$ cat src/rtl/matmul_seq_pkg.sv
// rtl/matmul_seq_pkg.sv - shared types and default sizes for the matmul pass sequencer
// Contents:
//   state_t        sequencer states IDLE/COMPUTE/DRAIN/FINISH
//   MAT_MUL_SIZE   rows shifted out per pass
//   LATCH_CYCLE    clk_cnt value at which the output logic latches C
//   TIMEOUT_CYCLE  clk_cnt value that aborts a hung pass
//   AWIDTH         default C-buffer address width
//   CLK_CNT_W      width of the cycle counter
package matmul_seq_pkg;

    localparam int MAT_MUL_SIZE  = 8;
    localparam int LATCH_CYCLE   = 27;
    localparam int TIMEOUT_CYCLE = 255;
    localparam int AWIDTH        = 10;
    localparam int CLK_CNT_W     = 8;

    typedef enum logic [1:0] {
        S_IDLE    = 2'd0,
        S_COMPUTE = 2'd1,
        S_DRAIN   = 2'd2,
        S_FINISH  = 2'd3
    } state_t;

endpackage

$ cat src/rtl/matmul_seq_addr_gen.sv
// rtl/matmul_seq_addr_gen.sv - C-buffer row address generator and beat limiter
// Ports:
//   clk, reset   clock, asynchronous active-low reset
//   load         accepted start: capture base, clear row count
//   clear        end of pass (finish or abort): clear row count
//   beat         a row was written this cycle: advance row count
//   base         C-buffer base address to capture on load
//   addr         base_q + row_cnt, wrapping modulo 2^AWIDTH
//   room         row_cnt < MAT_MUL_SIZE (more rows may still be written)
//   last         row_cnt == MAT_MUL_SIZE-1 (current beat is the final row)
module matmul_seq_addr_gen #(
    parameter int AWIDTH       = 10,
    parameter int MAT_MUL_SIZE = 8
) (
    input  logic              clk,
    input  logic              reset,
    input  logic              load,
    input  logic              clear,
    input  logic              beat,
    input  logic [AWIDTH-1:0] base,
    output logic [AWIDTH-1:0] addr,
    output logic              room,
    output logic              last
);

    // One extra bit so the count can represent MAT_MUL_SIZE itself.
    localparam int RW = $clog2(MAT_MUL_SIZE + 1);

    logic [RW-1:0]     row_cnt;
    logic [AWIDTH-1:0] base_q;

    always_ff @(posedge clk or negedge reset) begin
        if (!reset) begin
            base_q  <= '0;
            row_cnt <= '0;
        end else if (load) begin
            base_q  <= base;
            row_cnt <= '0;
        end else if (clear) begin
            row_cnt <= '0;
        end else if (beat) begin
            row_cnt <= row_cnt + 1'b1;
        end
    end

    assign addr = base_q + AWIDTH'(row_cnt);
    assign room = (row_cnt < RW'(MAT_MUL_SIZE));
    assign last = (row_cnt == RW'(MAT_MUL_SIZE - 1));

endmodule

$ cat src/rtl/matmul_seq_ctrl.sv
// rtl/matmul_seq_ctrl.sv - sequencer for one 8x8 systolic matmul pass and its C row write-out
// Optional feature macro: MATMUL_SEQ_PERF_CNT_EN (adds perf_cycles / perf_passes).
// Ports:
//   clk, reset             clock, asynchronous active-low reset
//   start                  host request pulse, sampled only in IDLE
//   abort                  host abort, honoured in any state
//   c_addr_base            C-buffer base address, captured on accepted start
//   c_data_available       row-valid from the output logic
//   matmul_op_in_progress  enables PEs and output logic
//   clk_cnt                cycle counter since start, saturating
//   done_mat_mul           one-cycle end-of-pass pulse to the output logic
//   c_we, c_addr           C-buffer write enable and address, one row per beat
//   busy                   high in any state other than IDLE
//   done                   one-cycle completion pulse to the host
//   timeout_err            sticky error, cleared by the next accepted start
//   perf_cycles            (macro) cycles from accepted start to FINISH inclusive
//   perf_passes            (macro) completed non-aborted passes, wrapping
module matmul_seq_ctrl
    import matmul_seq_pkg::*;
#(
    parameter int AWIDTH = matmul_seq_pkg::AWIDTH
) (
    input  logic                 clk,
    input  logic                 reset,
    input  logic                 start,
    input  logic                 abort,
    input  logic [AWIDTH-1:0]    c_addr_base,
    input  logic                 c_data_available,
    output logic                 matmul_op_in_progress,
    output logic [CLK_CNT_W-1:0] clk_cnt,
    output logic                 done_mat_mul,
    output logic                 c_we,
    output logic [AWIDTH-1:0]    c_addr,
    output logic                 busy,
    output logic                 done,
    output logic                 timeout_err
`ifdef MATMUL_SEQ_PERF_CNT_EN
    ,
    output logic [31:0]          perf_cycles,
    output logic [15:0]          perf_passes
`endif
);

    state_t state;

    logic active;
    logic accept;
    logic timeout_hit;
    logic room;
    logic last;
    logic beat;
    logic finish_now;

    assign active      = (state == S_COMPUTE) || (state == S_DRAIN);
    assign accept      = (state == S_IDLE) && start && !abort;
    assign timeout_hit = active && (clk_cnt == CLK_CNT_W'(TIMEOUT_CYCLE));

    // A beat on the timeout cycle is only allowed if it is the final row;
    // the final row takes priority over the timeout.
    assign beat = active && !abort && c_data_available && room
                  && (!timeout_hit || last);
    assign c_we = beat;

    assign finish_now = active && !abort && ((beat && last) || timeout_hit);

    matmul_seq_addr_gen #(
        .AWIDTH       (AWIDTH),
        .MAT_MUL_SIZE (MAT_MUL_SIZE)
    ) u_addr_gen (
        .clk   (clk),
        .reset (reset),
        .load  (accept),
        .clear ((state == S_FINISH) || abort),
        .beat  (beat),
        .base  (c_addr_base),
        .addr  (c_addr),
        .room  (room),
        .last  (last)
    );

    always_ff @(posedge clk or negedge reset) begin
        if (!reset) begin
            state                 <= S_IDLE;
            matmul_op_in_progress <= 1'b0;
            clk_cnt               <= '0;
            done_mat_mul          <= 1'b0;
            done                  <= 1'b0;
            busy                  <= 1'b0;
            timeout_err           <= 1'b0;
        end else begin
            done         <= 1'b0;
            done_mat_mul <= 1'b0;
            case (state)
                S_IDLE: begin
                    if (accept) begin
                        state                 <= S_COMPUTE;
                        matmul_op_in_progress <= 1'b1;
                        busy                  <= 1'b1;
                        clk_cnt               <= '0;
                        timeout_err           <= 1'b0;
                    end
                end
                S_COMPUTE, S_DRAIN: begin
                    if (abort) begin
                        state                 <= S_IDLE;
                        matmul_op_in_progress <= 1'b0;
                        busy                  <= 1'b0;
                        clk_cnt               <= '0;
                    end else begin
                        if (clk_cnt != {CLK_CNT_W{1'b1}}) begin
                            clk_cnt <= clk_cnt + 1'b1;
                        end
                        if (finish_now) begin
                            state        <= S_FINISH;
                            done         <= 1'b1;
                            done_mat_mul <= 1'b1;
                            if (!(beat && last)) begin
                                timeout_err <= 1'b1;
                            end
                        end else if (beat) begin
                            state <= S_DRAIN;
                        end
                    end
                end
                S_FINISH: begin
                    state                 <= S_IDLE;
                    matmul_op_in_progress <= 1'b0;
                    busy                  <= 1'b0;
                    clk_cnt               <= '0;
                end
                default: begin
                    state <= S_IDLE;
                end
            endcase
        end
    end

`ifdef MATMUL_SEQ_PERF_CNT_EN
    // perf_cycles starts at 2 on entry to COMPUTE: the start cycle and the
    // first COMPUTE cycle are both already elapsed when it is first visible.
    always_ff @(posedge clk or negedge reset) begin
        if (!reset) begin
            perf_cycles <= '0;
            perf_passes <= '0;
        end else begin
            if (accept) begin
                perf_cycles <= 32'd2;
            end else if (active && !abort) begin
                perf_cycles <= perf_cycles + 32'd1;
            end
            if (finish_now) begin
                perf_passes <= perf_passes + 16'd1;
            end
        end
    end
`endif

endmodule

$ cat config.mk
export PLATFORM = sky130hd
export DESIGN_NAME = matmul_seq_ctrl
export DESIGN_NICKNAME = d
export VERILOG_FILES = /design/src/rtl/matmul_seq_pkg.sv /design/src/rtl/matmul_seq_addr_gen.sv /design/src/rtl/matmul_seq_ctrl.sv
export SDC_FILE = /design/constraint.sdc
export NUM_CORES = 1
export LEC_CHECK = 0
export BUFFER_PORTS_ARGS = -buffer_cell sky130_fd_sc_hd__buf_2
export CAP_MARGIN = 20
export CORE_AREA = 2 2 76 78
export CTS_BUF_LIST = sky130_fd_sc_hd__clkbuf_16
export CTS_CLUSTER_DIAMETER = 30
export DETAILED_ROUTE_END_ITERATION = 10
export DIE_AREA = 0 0 78 80
export MAX_ROUTING_LAYER = met4
export RECOVER_POWER = 50
export SETUP_SLACK_MARGIN = 0.1
export SKIP_CTS_REPAIR_TIMING = 1
export SLEW_MARGIN = 40
export SYNTH_ARGS = -nofsm -noshare
export SYNTH_HDL_FRONTEND = slang
export SYNTH_SLANG_ARGS = --single-unit
$ cat constraint.sdc
create_clock -name clk -period 3.4 [get_ports clk]
set_input_delay 0.68 -clock clk [delete_from_list [all_inputs] [get_ports clk]]
set_output_delay 0.68 -clock clk [all_outputs]
set_load 0.02 [all_outputs]
==> flow_metrics.tcl <==
set metrics [dict create \
    place_congestion 0.774 \
    crit_path_end_kind "output port" \
    fin_area_mm2 0.00192 \
    avgSynthCellArea_um2 10.2 \
    tritoncts.num_buffers 3 \
    rsz0062_at_grt "no" \
    slew_violations 0 \
    first_iter_violations 61 \
    io_pins 39 \
    crit_required_ps 2720 \
    seqPwrFrac 0.352 \
    startpoint_type "register" \
    outcome "finished, final reports clean" \
    reg2regPathDepth 7 \
    p_sw_frac 0.399 \
    met1_usage 0.143 \
    min_path_cells 1 \
    ys_async_sr_fraction 1.00 \
    drive_gt1_frac 0.237 \
    fp.dieW_um 78 \
    gr-usage-met2 0.181 \
    syn2layout_area_growth_pct 20.2 \
    dp_hpwl_mm 2.51 \
    synth_top_area_frac 0.424 \
    hold_path.class "reg2reg" \
    holdWs_ps 508 \
    via_count 1260 \
    syn-num-nets 181 \
    combPwrFrac 0.456 \
    synthTopCellsByCount "dfrtp_1 (27), inv_1 (13), mux2_2 (11)" \
    critical_path_class "reg2out" \
    wirelength_mm 3.26 \
    grt_max_degree 28 \
    pre_cts_ws_ps 845 \
    n_antenna_cell 0 \
    track_usage 0.112 \
    cp.arrival_ps 2140 \
    dr.pass1.iters 4 \
    synthCells 156 \
    fin_setup_tns_ps 0 \
    port_buffers 38 \
    utilization 0.355 \
    max-cap-violations 0 \
    power_density_mw_per_mm2 723 \
    synth_most_common_cell "dfrtp_1" \
    clkSinkCount 27 \
    cts_root_buf "clkbuf_16" \
    cts_tree "yes" \
    clk_pin_slew_ps 70 \
    fin_skew_ps 2.82 \
    finalCritPeriodShare 0.828 \
    synth_area_leaders "dfrtp_1 (42%), mux2_2 (7.8%), ha_1 (7.1%)" \
    leakage_nw 0.882 \
    ant_nets 0 \
    synth_top_area_cell "dfrtp_1" \
    grt_first_pass_wirelength_mm 5.41 \
    antenna_found_initial 0 \
    drc 0 \
    die_h_um 80 \
    fmax_mhz 355 \
    worst_slack_ps 583 \
    grt_use_met3 0.0158 \
    gr-max-usage-layer "met2" \
    cts_buffer_depth 2 \
    worst_pin_slew_ps 1420 \
    p_sw_w 0.000553 \
    clkLatencyLatePin_ps 260 \
    synth-seq-cells 27 \
    synth-edff-count 0 \
    ir_drop_mv 0.221 \
    internal-power_w 0.000833 \
    synth.distinct_cells 40 \
    nets 220 \
    synthFlopType "dfrtp_1" \
    start_util 0.295 \
    ctsHtreeMaxLevel 1 \
    syn-cell-area_mm2 0.00160 \
    overflow 0 \
    wl_per_cell_um 12.3 \
    maxSlewHeadroom 0.0565 \
    pwr-share-clk 0.192 \
    rows 27 \
    grt_pass1_vias 1185 \
    final_hold_viol_count 0 \
    yosysSeqAreaShare 0.424 \
    placed_area_mm2 0.00185 \
    path_max_fanout 4 \
    vias_per_cell 4.74 \
    setup_viol 0 \
    yosys_warnings 0 \
    reg2reg_slack_ps 1290 \
    core_area_mm2 0.00541 \
    dieArea_mm2 0.00624 \
    min_period_ps 2820 \
]
## flip-flops by register name (all words and copies together), names as in the netlist
signal,flops
clk_cnt,8
busy,1
timeout_err,1
u_addr_gen.row_cnt,4
done,1
state,2
u_addr_gen.base_q,10
## layout make-up
class	instances	area, um^2
Sequential cell	27	676
Multi-Input combinational cell	110	833
Tap cell	72	90.1
Fill cell	561	3490
Timing Repair Buffer	40	190
Clock buffer	3	75.1
Inverter	13	48.8
Clock inverter	1	5.00
## placed cells by master (no fill, tap or decap), types with 8 or more instances in the layout
master / synthesis / layout
nand2_1: 9 / 9
buf_2: 0 / 26
a21oi_1: 10 / 10
clkbuf_1: 3 / 12
o21ai_0: 8 / 8
ha_1: 9 / 9
dfrtp_1: 27 / 27
inv_1: 13 / 13
mux2_2: 11 / 11
## per-stage QoR
stage | std cells | power, W
2_1_floorplan | 156 | 0.000956
5_1_grt | 266 | 0.00149
3_3_place_gp | 262 | 0.00113
4_1_cts | 266 | 0.00141
3_5_place_dp | 262 | 0.00114
6_report | 266 | 0.00139
## power by group through the flow
stage                     Combinational [W]  Clock [W]  Sequential (W)
after floorplan                    0.000462          0        0.000494
final                              0.000633   0.000266        0.000488
after CTS                          0.000645   0.000277        0.000488
after global placement             0.000641          0        0.000492
after global routing               0.000702   0.000286        0.000505
after detailed placement           0.000642          0        0.000495
## cell families after synthesis
family                   count (synthesis)  synth area share
AO/OA/AOI/OAI                           38             0.164
XOR/XNOR                                 9            0.0494
adder cells (fa/ha/maj)                 10            0.0831
buffers and inverters                   19            0.0541
flip-flops                              27             0.424
multiplexers                            13            0.0902
AND/OR/NAND/NOR                         40             0.136
## routing by layer
layer  part of all wire  routed length, um  vias up
met2               0.46               1490       26
met4              0.012                 38        0
met1               0.50               1620      590
met3              0.037                121        4
met5                  0                  0        -
li1                   -                  -      640
## critical path, stage by stage, from the launching register on
cell,delay [ps]
dfrtp_1,400
ha_1,210
inv_1,60
fa_1,390
nor2b_1,120
o21ai_0,140
a21oi_1,210
xor2_1,160
buf_2,180
## worst paths after layout
kind | startpoint | end
worst max-delay path | u_addr_gen.row_cnt[0] | c_addr[6]
worst min-delay path | u_addr_gen.base_q[8] | u_addr_gen.base_q[8]
worst max register to register | state[1] | clk_cnt[5]
worst min register to register | u_addr_gen.base_q[8] | u_addr_gen.base_q[8]
max in group asynchronous | reset | u_addr_gen.row_cnt[1]
min in group asynchronous | reset | clk_cnt[6]
Power figures use the tool's default switching activity.
